File: config.mk
export PLATFORM = sky130hd
export DESIGN_NAME = cpu_run_ctrl
export DESIGN_NICKNAME = d
export VERILOG_FILES = /design/src/rtl/cpu_run_ctrl.sv
export SDC_FILE = /design/constraint.sdc
export NUM_CORES = 1
export LEC_CHECK = 0
export BUFFER_PORTS_ARGS = -buffer_cell sky130_fd_sc_hd__buf_2
export CAP_MARGIN = 5
export CORE_ASPECT_RATIO = 1.4
export CORE_MARGIN = 1.5
export CORE_UTILIZATION = 45
export CTS_CLUSTER_SIZE = 20
export DETAILED_ROUTE_END_ITERATION = 10
export PLACE_DENSITY = 0.65
export SLEW_MARGIN = 5
export SYNTH_ARGS = -nofsm -noshare
export SYNTH_HDL_FRONTEND = slang
export SYNTH_SLANG_ARGS = --single-unit
export TNS_END_PERCENT = 5
File: constraint.sdc
create_clock -name clk -period 1.95 [get_ports clk]
set_input_delay 0.195 -clock clk [delete_from_list [all_inputs] [get_ports clk]]
set_output_delay 0.195 -clock clk [all_outputs]
set_load 0.005 [all_outputs]
File: src/rtl/cpu_run_ctrl.sv
// Run sequencer for the CPU top: owns the core reset line, releases it after a
// fixed pulse, filters the halt signal and times the run with a watchdog.
module cpu_run_ctrl #(
    parameter int unsigned RST_CYCLES  = 4,
    parameter int unsigned DONE_STABLE = 2,
    parameter int unsigned CW          = 16,
    parameter int unsigned TIMEOUT     = 16'd50000
) (
    input  logic          clk,
    input  logic          reset,
    input  logic          start,
    input  logic          cpu_done,
    output logic          cpu_reset,
    output logic          busy,
    output logic          finished,
    output logic          timed_out,
    output logic [CW-1:0] cycle_count
);

    localparam int unsigned RW = (RST_CYCLES > 1) ? $clog2(RST_CYCLES) : 1;
    localparam int unsigned SW = $clog2(DONE_STABLE + 1);

    typedef enum logic [2:0] {
        S_IDLE,
        S_RESET,
        S_RUN,
        S_DONE,
        S_TIMEOUT
    } state_t;

    state_t        state;
    state_t        state_nxt;
    logic [RW-1:0] rst_cnt;
    logic [CW-1:0] run_cnt;
    logic [CW-1:0] start_cnt;
    logic [SW-1:0] streak;

    logic [SW-1:0] streak_nxt_c;
    logic [CW-1:0] start_cnt_nxt_c;
    logic          halt_c;
    logic          tmo_c;
    logic          cpu_reset_nxt;
    logic          busy_nxt;
    logic          finished_nxt;
    logic          timed_out_nxt;

    // Halt filter: streak saturates at DONE_STABLE; start_cnt latches on each rise
    always_comb begin
        streak_nxt_c    = '0;
        start_cnt_nxt_c = start_cnt;
        if (cpu_done) begin
            streak_nxt_c = (streak == SW'(DONE_STABLE)) ? streak : streak + SW'(1);
            if (streak == '0) begin
                start_cnt_nxt_c = run_cnt;
            end
        end
        halt_c = (streak_nxt_c == SW'(DONE_STABLE));
        tmo_c  = (run_cnt == CW'(TIMEOUT));
    end

    // State register and registered outputs
    always_ff @(posedge clk) begin
        if (reset) begin
            state     <= S_IDLE;
            cpu_reset <= 1'b1;
            busy      <= 1'b0;
            finished  <= 1'b0;
            timed_out <= 1'b0;
        end else begin
            state     <= state_nxt;
            cpu_reset <= cpu_reset_nxt;
            busy      <= busy_nxt;
            finished  <= finished_nxt;
            timed_out <= timed_out_nxt;
        end
    end

    // Next-state logic; halt qualification beats the watchdog on the same cycle
    always_comb begin
        state_nxt = state;
        case (state)
            S_IDLE, S_DONE, S_TIMEOUT: begin
                if (start) begin
                    state_nxt = S_RESET;
                end
            end
            S_RESET: begin
                if (rst_cnt == RW'(RST_CYCLES - 1)) begin
                    state_nxt = S_RUN;
                end
            end
            S_RUN: begin
                if (halt_c) begin
                    state_nxt = S_DONE;
                end else if (tmo_c) begin
                    state_nxt = S_TIMEOUT;
                end
            end
            default: state_nxt = S_IDLE;
        endcase
    end

    // Output decode from the upcoming state; a halted core stays out of reset
    always_comb begin
        cpu_reset_nxt = 1'b1;
        busy_nxt      = 1'b0;
        finished_nxt  = 1'b0;
        timed_out_nxt = 1'b0;
        case (state_nxt)
            S_RESET: busy_nxt = 1'b1;
            S_RUN: begin
                cpu_reset_nxt = 1'b0;
                busy_nxt      = 1'b1;
            end
            S_DONE: begin
                cpu_reset_nxt = 1'b0;
                finished_nxt  = 1'b1;
            end
            S_TIMEOUT: timed_out_nxt = 1'b1;
            default: ;
        endcase
    end

    // Counters and cycle_count
    always_ff @(posedge clk) begin
        if (reset) begin
            rst_cnt     <= '0;
            run_cnt     <= '0;
            start_cnt   <= '0;
            streak      <= '0;
            cycle_count <= '0;
        end else begin
            case (state)
                S_IDLE, S_DONE, S_TIMEOUT: begin
                    if (start) begin
                        rst_cnt     <= '0;
                        run_cnt     <= '0;
                        start_cnt   <= '0;
                        streak      <= '0;
                        cycle_count <= '0;
                    end
                end
                S_RESET: begin
                    if (state_nxt == S_RUN) begin
                        run_cnt     <= CW'(1);
                        cycle_count <= CW'(1);
                    end else begin
                        rst_cnt <= rst_cnt + RW'(1);
                    end
                end
                S_RUN: begin
                    streak    <= streak_nxt_c;
                    start_cnt <= start_cnt_nxt_c;
                    if (halt_c) begin
                        cycle_count <= start_cnt_nxt_c;
                    end else if (tmo_c) begin
                        cycle_count <= CW'(TIMEOUT);
                    end else begin
                        run_cnt     <= run_cnt + CW'(1);
                        cycle_count <= run_cnt + CW'(1);
                    end
                end
                default: ;
            endcase
        end
    end

endmodule

Word level (Yosys, flattened, before mapping)
Index checks and enable logic that the tools add are counted.
- register bits: 59
- bits in latches: 0
- bits in writable memories: 0
- memory bits (read-only): 0
- bits of input ports: 4
- output and inout bits: 20
- memories: 0
- $add $sub $neg: 3
- multiply operators: 0
- divide/modulo/power cells: 0
- magnitude comparators: 0
- equal/unequal tests: 17
- shift-type cells: 0
- mux-type cells: 26
- bitwise logic cells: 0
- reductions and logical operators: 12
- operators by type and width (cell ; count):
    $mux 16 ; 8
    $pmux 16 s3 ; 2
    $pmux 16 s2 ; 1
    $add 16x1->16 const B ; 1
    $eq 16x16->1 const B ; 1
    $eq 3x2->1 const B ; 4
    $mux 3 ; 4
    $ne 2x2->1 const B ; 5
    $pmux 3 s3 ; 1
    $mux 2 ; 4
    $pmux 2 s2 ; 2
    $eq 2x2->1 const B ; 3
    $eq 3x1->1 const B ; 2
    $eq 3x3->1 const B ; 2
    $reduce_and 3->1 ; 2
    $reduce_and 5->1 ; 1
    $add 2x1->2 const B ; 2
    $mux 1 ; 4
    $reduce_bool 2->1 ; 2
    $reduce_or 2->1 ; 2
    $logic_not 3->1 ; 1
    $reduce_bool 3->1 ; 1
    $reduce_or 3->1 ; 1
    $logic_not 2->1 ; 1
    $reduce_and 2->1 ; 1

Longest topological paths before layout
- depth after elaboration: 9
- gate-level depth with buffers: 10

Worst setup path after synthesis
OpenSTA, ideal clock, no wires.
- kind: register to register
- from: register run_cnt[2]
- to: register cycle_count[1]
- arrival time: 1.798 ns
- path slack: 0.024 ns
- cell stages (with the launch flop): 9
- buffers on the path: 3
- cell sequence: dfxtp_1 buf_6 or4b_4 nor4_4 buf_6 nor2_4 buf_6 a221oi_1 nor2_1
- word-level cells in the longest chain between the ends: 7
- elaborated cells on any way between the ends: 10
- those cells by class: eq/ne (3); mux (6); reduce/logical (1)
- RTL lines (what ; line ; RTL):
    start, declared ; 34 ; logic [CW-1:0] run_cnt;
    start signal, assigned ; 159 ; run_cnt <= run_cnt + CW'(1);
    $eq 16x16->1 * ; 58 ; tmo_c = (run_cnt == CW'(TIMEOUT));
    $mux 3 ; 95 ; end else if (tmo_c) begin
    $mux 3 ; 93 ; if (halt_c) begin
    $pmux 3 s3 ; 81 ; case (state)
    $eq 3x2->1 ; 144 ; if (state_nxt == S_RUN) begin
    $ne 2x2->1 (no line) ; - ;
    $reduce_and 3->1 (no line) ; - ;
    end signal, assigned ; 155 ; cycle_count <= start_cnt_nxt_c;
    end signal, assigned ; 157 ; cycle_count <= CW'(TIMEOUT);
    end signal, assigned ; 160 ; cycle_count <= run_cnt + CW'(1);
    end, declared ; 17 ; output logic [CW-1:0] cycle_count
Mark *: on every way between the ends. The rest lies on a longest branch, timed or not.
A chain may end at the register's enable or synchronous reset.

Worst setup path after layout
- from: register run_cnt[0]
- to: register cycle_count[11]
- word-level cells in the longest chain between the ends: 7
- elaborated cells on any way between the ends: 11
- those cells by class: add/sub (1); eq/ne (3); mux (6); reduce/logical (1)
- RTL lines (what ; line):
    $eq 16x16->1 ; 58
    $mux 3 ; 95
    $mux 3 ; 93
    $pmux 3 s3 ; 81
    $eq 3x2->1 ; 144
    $ne 2x2->1 (no line) ; -
    $reduce_and 3->1 (no line) ; -
Several ways; a longest one is shown, not always the timed one.

==> flow_metrics.env <==
export IMPL_holdWs_ps=150
export IMPL_cp_arrival_ps=2090
export IMPL_synthCells=368
export IMPL_dp_hpwl_um=6280
export IMPL_rsz0062_at_grt="true"
export IMPL_endpoint_kind="flip-flop"
export IMPL_cts_setup_buffers=0
export IMPL_route_detailed_drc=0
export IMPL_layout_drive_gt1_share=0.293
export IMPL_clkLatencyLatePin_ps=350
export IMPL_insertedDiodeCount=0
export IMPL_ys_types=57
export IMPL_layout_min_cycle_time_ps=1870
export IMPL_reg2regPathDepth=9
export IMPL_cts_sinks=59
export IMPL_min_path_type="in2reg"
export IMPL_vias=2948
export IMPL_num_rows=35
export IMPL_fin_area_um2=3810
export IMPL_clkPwrFrac=0.406
export IMPL_power_density_nw_per_um2=736
export IMPL_internal_power_mw=2.07
export IMPL_die_y_um=100
export IMPL_seq_area_frac_synth=0.387
export IMPL_io_buffer_count=23
export IMPL_syn_area_um2=3050
export IMPL_chipWidth_um=72.6
export IMPL_ctsLongestPathBuffers=2
export IMPL_grt_use_total=0.257
export IMPL_p_leak_nw=1.49
export IMPL_cts_hold_buf=0
export IMPL_start_kind="flip-flop"
export IMPL_htreeDepth=3
export IMPL_dpl_cell_area_um2=3540
export IMPL_root_buffer="clkbuf_8"
export IMPL_slew_viol_final=0
export IMPL_cp_startpoint="run_cnt[0]"
export IMPL_avgSynthCellArea_um2=8.29
export IMPL_cts_buffers=9
export IMPL_finalNetCount=436
export IMPL_synth_main_ff_cell="dfxtp_1"
export IMPL_antenna_found_initial=0
export IMPL_slew_headroom=0.696
export IMPL_worst_pin_slew_ps=455
export IMPL_finalCritPeriodShare=0.961
export IMPL_hold_violations=0
export IMPL_combPwrFrac=0.145
export IMPL_antenna_left=0
export IMPL_yosys_area_top_type_share=0.387
export IMPL_grt_start_max_net_pins=23
export IMPL_status="finished, final reports clean"
export IMPL_synth_most_common_cell="dfxtp_1"
export IMPL_syn_num_nets=377
export IMPL_synth_commonest_cells="dfxtp_1, nand2_1, nor2_1"
export IMPL_worstPathRequired_ps=2170
export IMPL_timing_fmax_mhz=533
export IMPL_wl_per_cell_um=17.3
export IMPL_viasPerCell=5.85
export IMPL_yosysTopAreaCell="dfxtp_1"
export IMPL_hold_path_startpoint="cpu_done"
export IMPL_cts_tree="done"
export IMPL_grt_pass1_vias=2900
export IMPL_gp_congestion=0.914
export IMPL_first_pass_iters=4
export IMPL_ys_seq_elements=59
export IMPL_min_path_cells=3
export IMPL_initial_core_util=0.464
export IMPL_sw_frac_of_total=0.261
export IMPL_async_flop_share=0
export IMPL_clk_pin_slew_ps=60
export IMPL_drt_total_wl_um=8740
export IMPL_synth_area_top_cells="dfxtp_1, nand2_1, a21oi_1, nor2_1, a22oi_1"
export IMPL_io_pins=24
export IMPL_reg2reg_from="run_cnt[0]"
export IMPL_finClkSkew_ps=9.58
export IMPL_areaGrowthSynthToFinish_pct=24.8
export IMPL_overflow=0
export IMPL_core_um2=6570
export IMPL_yosysWarningCount=0
export IMPL_max_cap_viol_count=0
export IMPL_switching_power_mw=0.732
export IMPL_cp_max_fo=5
export IMPL_dieArea_um2=7290
export IMPL_ir_drop_mv=0.541
export IMPL_grt_pass1_wl_um=14200
export IMPL_power_frac_seq=0.449
export IMPL_setup_violations=0
export IMPL_drt_first_iter_violations=193
export IMPL_timing_worst_setup_path_type="reg2reg"
export IMPL_synth_edf_count=0
-- kinds of logic after synthesis --
kind of cell	count (synthesis)	synth area share
buffers and inverters	39	0.0603
muxes	1	0.00328
adders and majority gates	5	0.0205
DFF	59	0.387
and+or+nand+nor	154	0.261
xor gates and xnor gates	12	0.0345
AOI/OAI and AO/OA	98	0.233
-- worst max-delay path: stages (launching register included) --
cell and delay, ps:
dfxtp_2 330, inv_1 90, ha_1 160, nand4bb_1 150, nor4_4 300, buf_4 180, nor2_4 70, a211oi_2 270
buf_4 160, nor3_1 30
-- per-stage QoR --
stage / total power, mW / std cells / TNS [ps] / utilization / worst slack, ps
floorplan: 1.49 / 368 / 0 / - / 24.0
global placement: 1.66 / 490 / -184 / 0.538 / -142
detailed placement: 1.67 / 490 / -136 / 0.538 / -96.0
CTS: 2.81 / 504 / 0 / 0.571 / 1.34
global route: 2.92 / 504 / -17.6 / 0.579 / -17.6
finish: 2.80 / 504 / 0 / 0.579 / 75.5
-- cell usage in the layout (no fill, tap or decap), types with 5 or more instances in the layout --
cell type	count
nor3_1	9
nand2_1	50
nand2b_1	5
inv_1	8
a221oi_2	6
a21oi_1	28
xor2_1	7
nand3_1	11
nor2_1	37
buf_4	55
buf_2	23
a311oi_1	5
a22oi_1	17
xnor2_1	5
a21o_1	5
dfxtp_1	55
and2_1	5
o21ai_0	9
clkbuf_8	12
-- routing by layer --
metal | routed length [um] | vias up | GRT usage
met3 | 506 | 27 | 0.0532
met2 | 4440 | 93 | 0.441
met1 | 3450 | 1393 | 0.287
li1 | - | 1435 | -
met4 | 339 | 0 | 0.155
met5 | 0 | - | 0
-- area by class of cell --
type | instances | area (um^2)
multi-input combinational | 270 | 1750
fill | 618 | 2760
timing repair buffer | 79 | 548
tap | 74 | 92.6
sequential | 59 | 1190
clock buffer | 12 | 165
clock inverter | 2 | 35.0
inverter | 8 | 30.0
-- path summary, 6_finish.rpt --
kind / end / slack, ps
worst max-delay path: cycle_count[11] / 80
worst min-delay path: streak[0] / 150
worst max register to register: cycle_count[11] / 80
worst min register to register: streak[1] / 450
-- power groups by stage --
stage,sequential [mW],clock [mW],combinational (mW)
2_1_floorplan,1.27,0,0.220
3_3_place_gp,1.28,0,0.383
5_1_grt,1.26,1.22,0.440
6_report,1.26,1.14,0.405
4_1_cts,1.26,1.16,0.393
3_5_place_dp,1.28,0,0.388
-- sequential cells by signal, summed over array words and instances, names as in the netlist --
name,flops
finished,1
busy,1
timed_out,1
rst_cnt,2
state,3
cycle_count,16
start_cnt,16
run_cnt,16
cpu_reset,1
streak,2
-- repair_timing --
item                                    4_1_cts  5_1_grt
pin swaps                                     0        3
endpoints found under the setup margin        4       24
gates resized for setup                       4       13
endpoints found under the hold margin         0        0
(Power assumes the default switching activity.)
